$ cat config.mk
export PLATFORM = sky130hd
export DESIGN_NAME = ifetch_resp_buffer
export DESIGN_NICKNAME = d
export VERILOG_FILES = /design/src/rtl/ifetch_resp_buffer.sv
export SDC_FILE = /design/constraint.sdc
export NUM_CORES = 1
export LEC_CHECK = 0
export ABC_AREA = 0
export CORE_ASPECT_RATIO = 1.5
export CORE_UTILIZATION = 57
export DETAILED_ROUTE_END_ITERATION = 10
export GPL_TIMING_DRIVEN = 0
export PLACE_DENSITY = 0.77
export SKIP_LAST_GASP = 1
export SYNTH_ARGS = -nofsm -noshare
export SYNTH_HDL_FRONTEND = slang
export SYNTH_SLANG_ARGS = --single-unit
$ cat constraint.sdc
create_clock -name clk -period 2.4 [get_ports clk]
set_input_delay 0.48 -clock clk [delete_from_list [all_inputs] [get_ports clk]]
set_output_delay 0.48 -clock clk [all_outputs]
set_load 0.01 [all_outputs]
$ cat src/rtl/ifetch_resp_buffer.sv
// ifetch_resp_buffer: consumer end of the instruction-ROM fetch path.
// Each accepted fetch request gets a tag {valid, pc, epoch}. The tag moves
// through a LATENCY-stage pipeline that stays aligned with the ROM read
// latency, so the tag and its ROM word arrive together. Responses whose epoch
// matches the current epoch are buffered in a DEPTH-entry FIFO for decode.
// Responses with a stale epoch, left over from before a redirect, are dropped.
//
// Ports:
//   clk, rst_n       clock, asynchronous active-low reset
//   clk_en           global enable; when low, all state holds
//   flush            redirect: kills in-flight and buffered words
//   req_valid/req_pc fetch request from the PC generator
//   req_ready        credit available: (inflight + occupancy) < DEPTH
//   rom_data         ROM word, valid LATENCY enabled cycles after its request
//   out_valid/out_pc/out_instr/out_ready  instruction handshake to decode
//
// Optional feature macro: IFB_BYPASS_EN. When it is defined and the FIFO is
// empty, a matching response is presented to decode combinationally in its
// arrival cycle. When it is undefined, every word passes through the FIFO
// first, and there is no combinational path from rom_data to the outputs.

package core_config_pkg;
  localparam int unsigned IF_LATENCY = 2;
endpackage

module ifetch_resp_buffer #(
  parameter int unsigned XLEN    = 32,
  parameter int unsigned LATENCY = core_config_pkg::IF_LATENCY,
  parameter int unsigned DEPTH   = 4
) (
  input  logic            clk,
  input  logic            rst_n,
  input  logic            clk_en,
  input  logic            flush,
  input  logic            req_valid,
  input  logic [XLEN-1:0] req_pc,
  output logic            req_ready,
  input  logic [XLEN-1:0] rom_data,
  output logic            out_valid,
  output logic [XLEN-1:0] out_pc,
  output logic [XLEN-1:0] out_instr,
  input  logic            out_ready
);

  localparam int unsigned PTR_W = $clog2(DEPTH);
  localparam int unsigned CNT_W = $clog2(DEPTH + 1);
  localparam int unsigned IFL_W = $clog2(LATENCY + 1);
  // A tag lives at most LATENCY cycles, so LATENCY+2 epoch values ensure that
  // back-to-back flushes never alias a survivor onto the current epoch.
  localparam int unsigned EP_W  = $clog2(LATENCY + 2);
  localparam int unsigned SUM_W = CNT_W + 1;
  localparam int unsigned LAST  = LATENCY - 1;

  // Tag pipeline.
  logic            tag_vld_q [LATENCY];
  logic            tag_vld_d [LATENCY];
  logic [XLEN-1:0] tag_pc_q  [LATENCY];
  logic [XLEN-1:0] tag_pc_d  [LATENCY];
  logic [EP_W-1:0] tag_ep_q  [LATENCY];
  logic [EP_W-1:0] tag_ep_d  [LATENCY];

  // Response FIFO.
  logic [XLEN-1:0]  fifo_pc_q    [DEPTH];
  logic [XLEN-1:0]  fifo_pc_d    [DEPTH];
  logic [XLEN-1:0]  fifo_instr_q [DEPTH];
  logic [XLEN-1:0]  fifo_instr_d [DEPTH];
  logic [PTR_W-1:0] wr_ptr_q, wr_ptr_d;
  logic [PTR_W-1:0] rd_ptr_q, rd_ptr_d;
  logic [CNT_W-1:0] count_q, count_d;

  logic [IFL_W-1:0] inflight_q, inflight_d;
  logic [EP_W-1:0]  epoch_q, epoch_d;

  logic flush_en, req_acc, resp_vld, resp_hit, fifo_empty;
  logic byp, byp_take, push, pop;

  // Handshake and control decode. All of it comes from registered state plus
  // the current-cycle inputs.
  always_comb begin
    flush_en   = clk_en & flush;
    fifo_empty = (count_q == '0);
    req_ready  = (SUM_W'(inflight_q) + SUM_W'(count_q)) < SUM_W'(DEPTH);
    req_acc    = clk_en & req_valid & req_ready;
    resp_vld   = tag_vld_q[LAST];
    resp_hit   = resp_vld & (tag_ep_q[LAST] == epoch_q);
`ifdef IFB_BYPASS_EN
    byp        = clk_en & resp_hit & fifo_empty & ~flush_en;
`else
    byp        = 1'b0;
`endif
    byp_take   = byp & out_ready;
    // A flush hides the head in its own cycle, so a concurrent out_ready does nothing.
    out_valid  = ~flush_en & (~fifo_empty | byp);
    pop        = clk_en & ~flush_en & ~fifo_empty & out_ready;
    // A response in the flush cycle still carries the pre-flush epoch, so it is masked here.
    push       = clk_en & ~flush_en & resp_hit & ~byp_take;
  end

`ifdef IFB_BYPASS_EN
  assign out_pc    = byp ? tag_pc_q[LAST] : fifo_pc_q[rd_ptr_q];
  assign out_instr = byp ? rom_data       : fifo_instr_q[rd_ptr_q];
`else
  assign out_pc    = fifo_pc_q[rd_ptr_q];
  assign out_instr = fifo_instr_q[rd_ptr_q];
`endif

  // Next state. Nothing advances while clk_en is low.
  always_comb begin
    epoch_d      = epoch_q;
    inflight_d   = inflight_q;
    count_d      = count_q;
    wr_ptr_d     = wr_ptr_q;
    rd_ptr_d     = rd_ptr_q;
    tag_vld_d    = tag_vld_q;
    tag_pc_d     = tag_pc_q;
    tag_ep_d     = tag_ep_q;
    fifo_pc_d    = fifo_pc_q;
    fifo_instr_d = fifo_instr_q;

    if (clk_en) begin
      if (flush) begin
        epoch_d = EP_W'(epoch_q + 1'b1);
      end

      for (int i = LAST; i > 0; i--) begin
        tag_vld_d[i] = tag_vld_q[i-1];
        tag_pc_d[i]  = tag_pc_q[i-1];
        tag_ep_d[i]  = tag_ep_q[i-1];
      end
      // A request issued together with a flush is tagged with the new epoch.
      tag_vld_d[0] = req_acc;
      tag_pc_d[0]  = req_pc;
      tag_ep_d[0]  = epoch_d;

      // Stale tags keep their credit until they leave the last stage.
      inflight_d = IFL_W'(inflight_q + IFL_W'(req_acc) - IFL_W'(resp_vld));

      if (flush) begin
        wr_ptr_d = '0;
        rd_ptr_d = '0;
        count_d  = '0;
      end else begin
        if (push) begin
          fifo_pc_d[wr_ptr_q]    = tag_pc_q[LAST];
          fifo_instr_d[wr_ptr_q] = rom_data;
          wr_ptr_d               = PTR_W'(wr_ptr_q + 1'b1);
        end
        if (pop) begin
          rd_ptr_d = PTR_W'(rd_ptr_q + 1'b1);
        end
        if (push && !pop) begin
          count_d = CNT_W'(count_q + 1'b1);
        end else if (pop && !push) begin
          count_d = CNT_W'(count_q - 1'b1);
        end
      end
    end
  end

  // State registers.
  always_ff @(posedge clk or negedge rst_n) begin
    if (!rst_n) begin
      tag_vld_q    <= '{default: 1'b0};
      tag_pc_q     <= '{default: '0};
      tag_ep_q     <= '{default: '0};
      fifo_pc_q    <= '{default: '0};
      fifo_instr_q <= '{default: '0};
      wr_ptr_q     <= '0;
      rd_ptr_q     <= '0;
      count_q      <= '0;
      inflight_q   <= '0;
      epoch_q      <= '0;
    end else begin
      tag_vld_q    <= tag_vld_d;
      tag_pc_q     <= tag_pc_d;
      tag_ep_q     <= tag_ep_d;
      fifo_pc_q    <= fifo_pc_d;
      fifo_instr_q <= fifo_instr_d;
      wr_ptr_q     <= wr_ptr_d;
      rd_ptr_q     <= rd_ptr_d;
      count_q      <= count_d;
      inflight_q   <= inflight_d;
      epoch_q      <= epoch_d;
    end
  end

  // The credit rule makes a push into a full FIFO impossible.
  a_no_overflow: assert property (@(posedge clk) disable iff (!rst_n)
    !(push && !pop && (count_q == CNT_W'(DEPTH))))
    else $error("ifetch_resp_buffer: push into full FIFO");

endmodule

==> results.yml <==
finish:
  utilization_pct: 71.5
  final_nets: 1088
  seq_area_um2: 8380
  stdcell_count: 1357
  fill_cells: 1627
  area_delta_synth_final_pct: 22.6
  antennaDiodeCount: 0
  layout-drive-gt1-share_pct: 55.3
  multiInputGateArea_um2: 5520
worst_setup_path:
  critPathLaunchType: "register"
  worstRegToRegCells: 4
  r2r-end: "count_q[2]$_DFFE_PN0P_"
  crit_required_ns: 1.92
  endpoint_kind: "primary output"
  cp.arrival_ns: 2.02
  crit_fanout: 5
  rrSetupSlack_ns: 0.12
  r2r_start: "count_q[1]$_DFFE_PN0P_"
  path_class: "register to primary output"
grt:
  first_global_vias: 8480
  track_usage_pct: 22.9
  antenna_found_initial: 0
  grt_pass1_wl_um: 46000
  grt_max_degree: 101
  grt-ovfl-total: 0
floorplan:
  die_x_um: 131
  die_h_um: 196
  initial_utilization_pct: 58.3
  rows: 70
  io_pins: 136
  dieArea_um2: 25700
  core_um2: 24500
worst_hold_path:
  min_path_cells: 2
  holdPathEnd: "rd_ptr_q[0]$_DFFE_PN0P_"
  hold_class: "input port to register"
  hp-start: "flush"
logic_synthesis:
  async_reset_ff_share_pct: 100
  ys_warn_count: 0
  syn_area_um2: 14300
  synth_common_cells: "dfrtp_1, mux2_2, mux4_2"
  synth_top_area_cell: "dfrtp_1"
  yosys.area.top_type_share_pct: 58.7
  yosysMostFrequentCell: "dfrtp_1"
  ys_seq_elements: 335
  ys_top_cells_by_area: "dfrtp_1, mux2_2, mux4_2, buf_6, ha_1"
  syn_inst: 828
  synth-seq-area-share_pct: 58.7
  synth_cell_types: 29
  avgSynthCellArea_um2: 17.3
  synth_ff_type: "dfrtp_1"
  synth_enable_flop_cells: 0
  synthesis.nets: 906
pwr:
  ir_worst_vdd_uv: 735
  powerDensity_nw_per_um2: 1060
  p_total_mw: 18.5
  leakagePower_nw: 8.30
drt:
  drcViolationCount: 0
  viasPerCell: 5.69
  wire_per_inst_um: 21.6
  routed_wl_um: 29300
  first_pass_iters: 4
  vias: 7719
  ant_nets: 0
  drt_iter0_markers: 296
timing:
  final.min_clock_period_ns: 2.50
  setup_viol: 52
  hold_violations: 0
  drv_slew: 0
  rsz0062_at_grt: "yes"
  min_period_over_period_pct: 104
  skew_ns: 0.0142
  slew_headroom_pct: 40.6
  worst_slew_pin_slew_ns: 0.881
  fin_setup_tns_ns: -2.04
  setup_slack_ns: -0.102
  max_freq_mhz: 400
placed_design:
  port_buffers: 133
  place_hpwl_um: 18600
  dp_slack_ns: -0.717
  place_inst: 1288
  gp_congestion: 0.744
outcome:
  status: "finished with violations"
  violations: "setup timing"
cts:
  clock_latency_ns: 0.56
  h-tree-depth: 1
  cts_sinks: 335
  cts-root-buf: "clkbuf_16"
  max-clock-path-buffers: 3
  cts_buffers: 30
  cts_tree: "built"
  cts.clk_slew.worst_paths_ns: 0.06
job:
  maxCapViolCount: 0
cell usage in the layout, fill, tap and decap left out, types with 2 or more instances in the layout:
cell type / synthesis / final
xnor2_1: 5 / 5
buf_6: 24 / 52
mux4_2: 65 / 65
buf_4: 0 / 2
xor2_1: 3 / 3
buf_16: 0 / 4
clkinv_2: 0 / 6
nand3_1: 2 / 2
inv_1: 8 / 8
mux2_2: 324 / 324
buf_2: 5 / 26
mux2i_1: 3 / 3
clkbuf_16: 0 / 37
buf_12: 0 / 9
clkbuf_1: 15 / 11
o31a_1: 2 / 2
ha_1: 7 / 7
clkbuf_8: 0 / 10
bufinv_16: 0 / 8
nand2_1: 7 / 7
o21ai_0: 2 / 2
clkdlybuf4s50_1: 0 / 67
nand2_2: 4 / 4
clkbuf_2: 0 / 18
dfrtp_1: 335 / 334
a21oi_1: 2 / 2
registers in the layout, indices dropped and copies added (netlist names):
name          flops
epoch_q           2
inflight_q        2
wr_ptr_q          2
resp_vld          1
fifo_instr_q    128
rd_ptr_q          2
tag_pc_q         64
fifo_pc_q       128
count_q           3
tag_ep_q          2
tag_vld_q         1
layout make-up:
class,instances,share of cell area (%)
Inverter,8,0.171
Clock inverter,15,1.58
Timing Repair Buffer,151,8.76
Sequential cell,335,47.8
Multi-Input combinational cell,437,31.5
Buffer,47,2.89
Clock buffer,40,4.96
Tap cell,324,2.31
power breakdown:
| group | total (mW) | internal, mW | leakage [nW] | switching [mW] |
|---|---|---|---|---|
| Combinational | 5.52 | 3.33 | 3.31 | 2.19 |
| Clock | 5.47 | 3.39 | 0.565 | 2.07 |
| Sequential | 7.55 | 6.83 | 4.42 | 0.723 |
| Total | 18.5 | 13.6 | 8.30 | 4.99 |
layer usage:
| metal | vias to the layer above | GRT usage (%) | share of wire, % |
|---|---|---|---|
| li1 | 3425 | - | - |
| met1 | 4120 | 28.4 | 39 |
| met2 | 153 | 41.6 | 55 |
| met3 | 21 | 4.16 | 4.7 |
| met4 | 0 | 5.00 | 1.2 |
| met5 | - | 0 | 0 |
critical path, stage by stage (launching register included):
cell     delay [ns]
dfrtp_2        0.43
buf_12         0.16
buf_12         0.11
buf_16         0.11
mux4_2         0.52
buf_6          0.14
logic make-up (layout without fill, tap and decap cells):
family / after synthesis / in the layout / share of synthesized area (%)
compound gates: 12 / 12 / 0.674
xor+xnor: 8 / 8 / 0.490
fa+ha+maj: 8 / 8 / 0.753
buf+inv: 56 / 261 / 2.78
flops: 335 / 335 / 58.7
mux: 392 / 392 / 36.0
simple gates: 17 / 17 / 0.657
per-stage QoR:
| stage | area [um2] | hold slack (ns) |
|---|---|---|
| 2_1_floorplan | 14300 | 0.184 |
| 3_3_place_gp | 16000 | 0.470 |
| 3_5_place_dp | 16100 | 0.411 |
| 4_1_cts | 17500 | 0.255 |
| 5_1_grt | 17500 | 0.261 |
| 6_report | 17500 | 0.258 |
how the worst max path moves through the flow:
stage                                 start                   endpoint  slack [ns]  cells past startpoint
floorplan                            clk_en  inflight_q[1]$_DFFE_PN0P_        0.05                     10
global placement                      rst_n   tag_pc_q[16]$_DFFE_PN0P_      -13.62                      1
detailed placement  rd_ptr_q[0]$_DFFE_PN0P_                 out_pc[28]       -0.72                      4
CTS                 rd_ptr_q[0]$_DFFE_PN0P_                 out_pc[12]       -0.18                      5
global route        rd_ptr_q[0]$_DFFE_PN0P_               out_instr[5]       -0.16                      5
finish              rd_ptr_q[0]$_DFFE_PN0P_               out_instr[3]       -0.10                      5
repair_timing:
action	in CTS	in global routing
buffers inserted	7	1
hold buffers	1	0
pin swaps	1	1
gates resized for setup	268	70
gates cloned	2	6
setup endpoints to repair	66	148
hold endpoints to repair	51	0
Note: power is estimated with default switching activity, not from simulation.
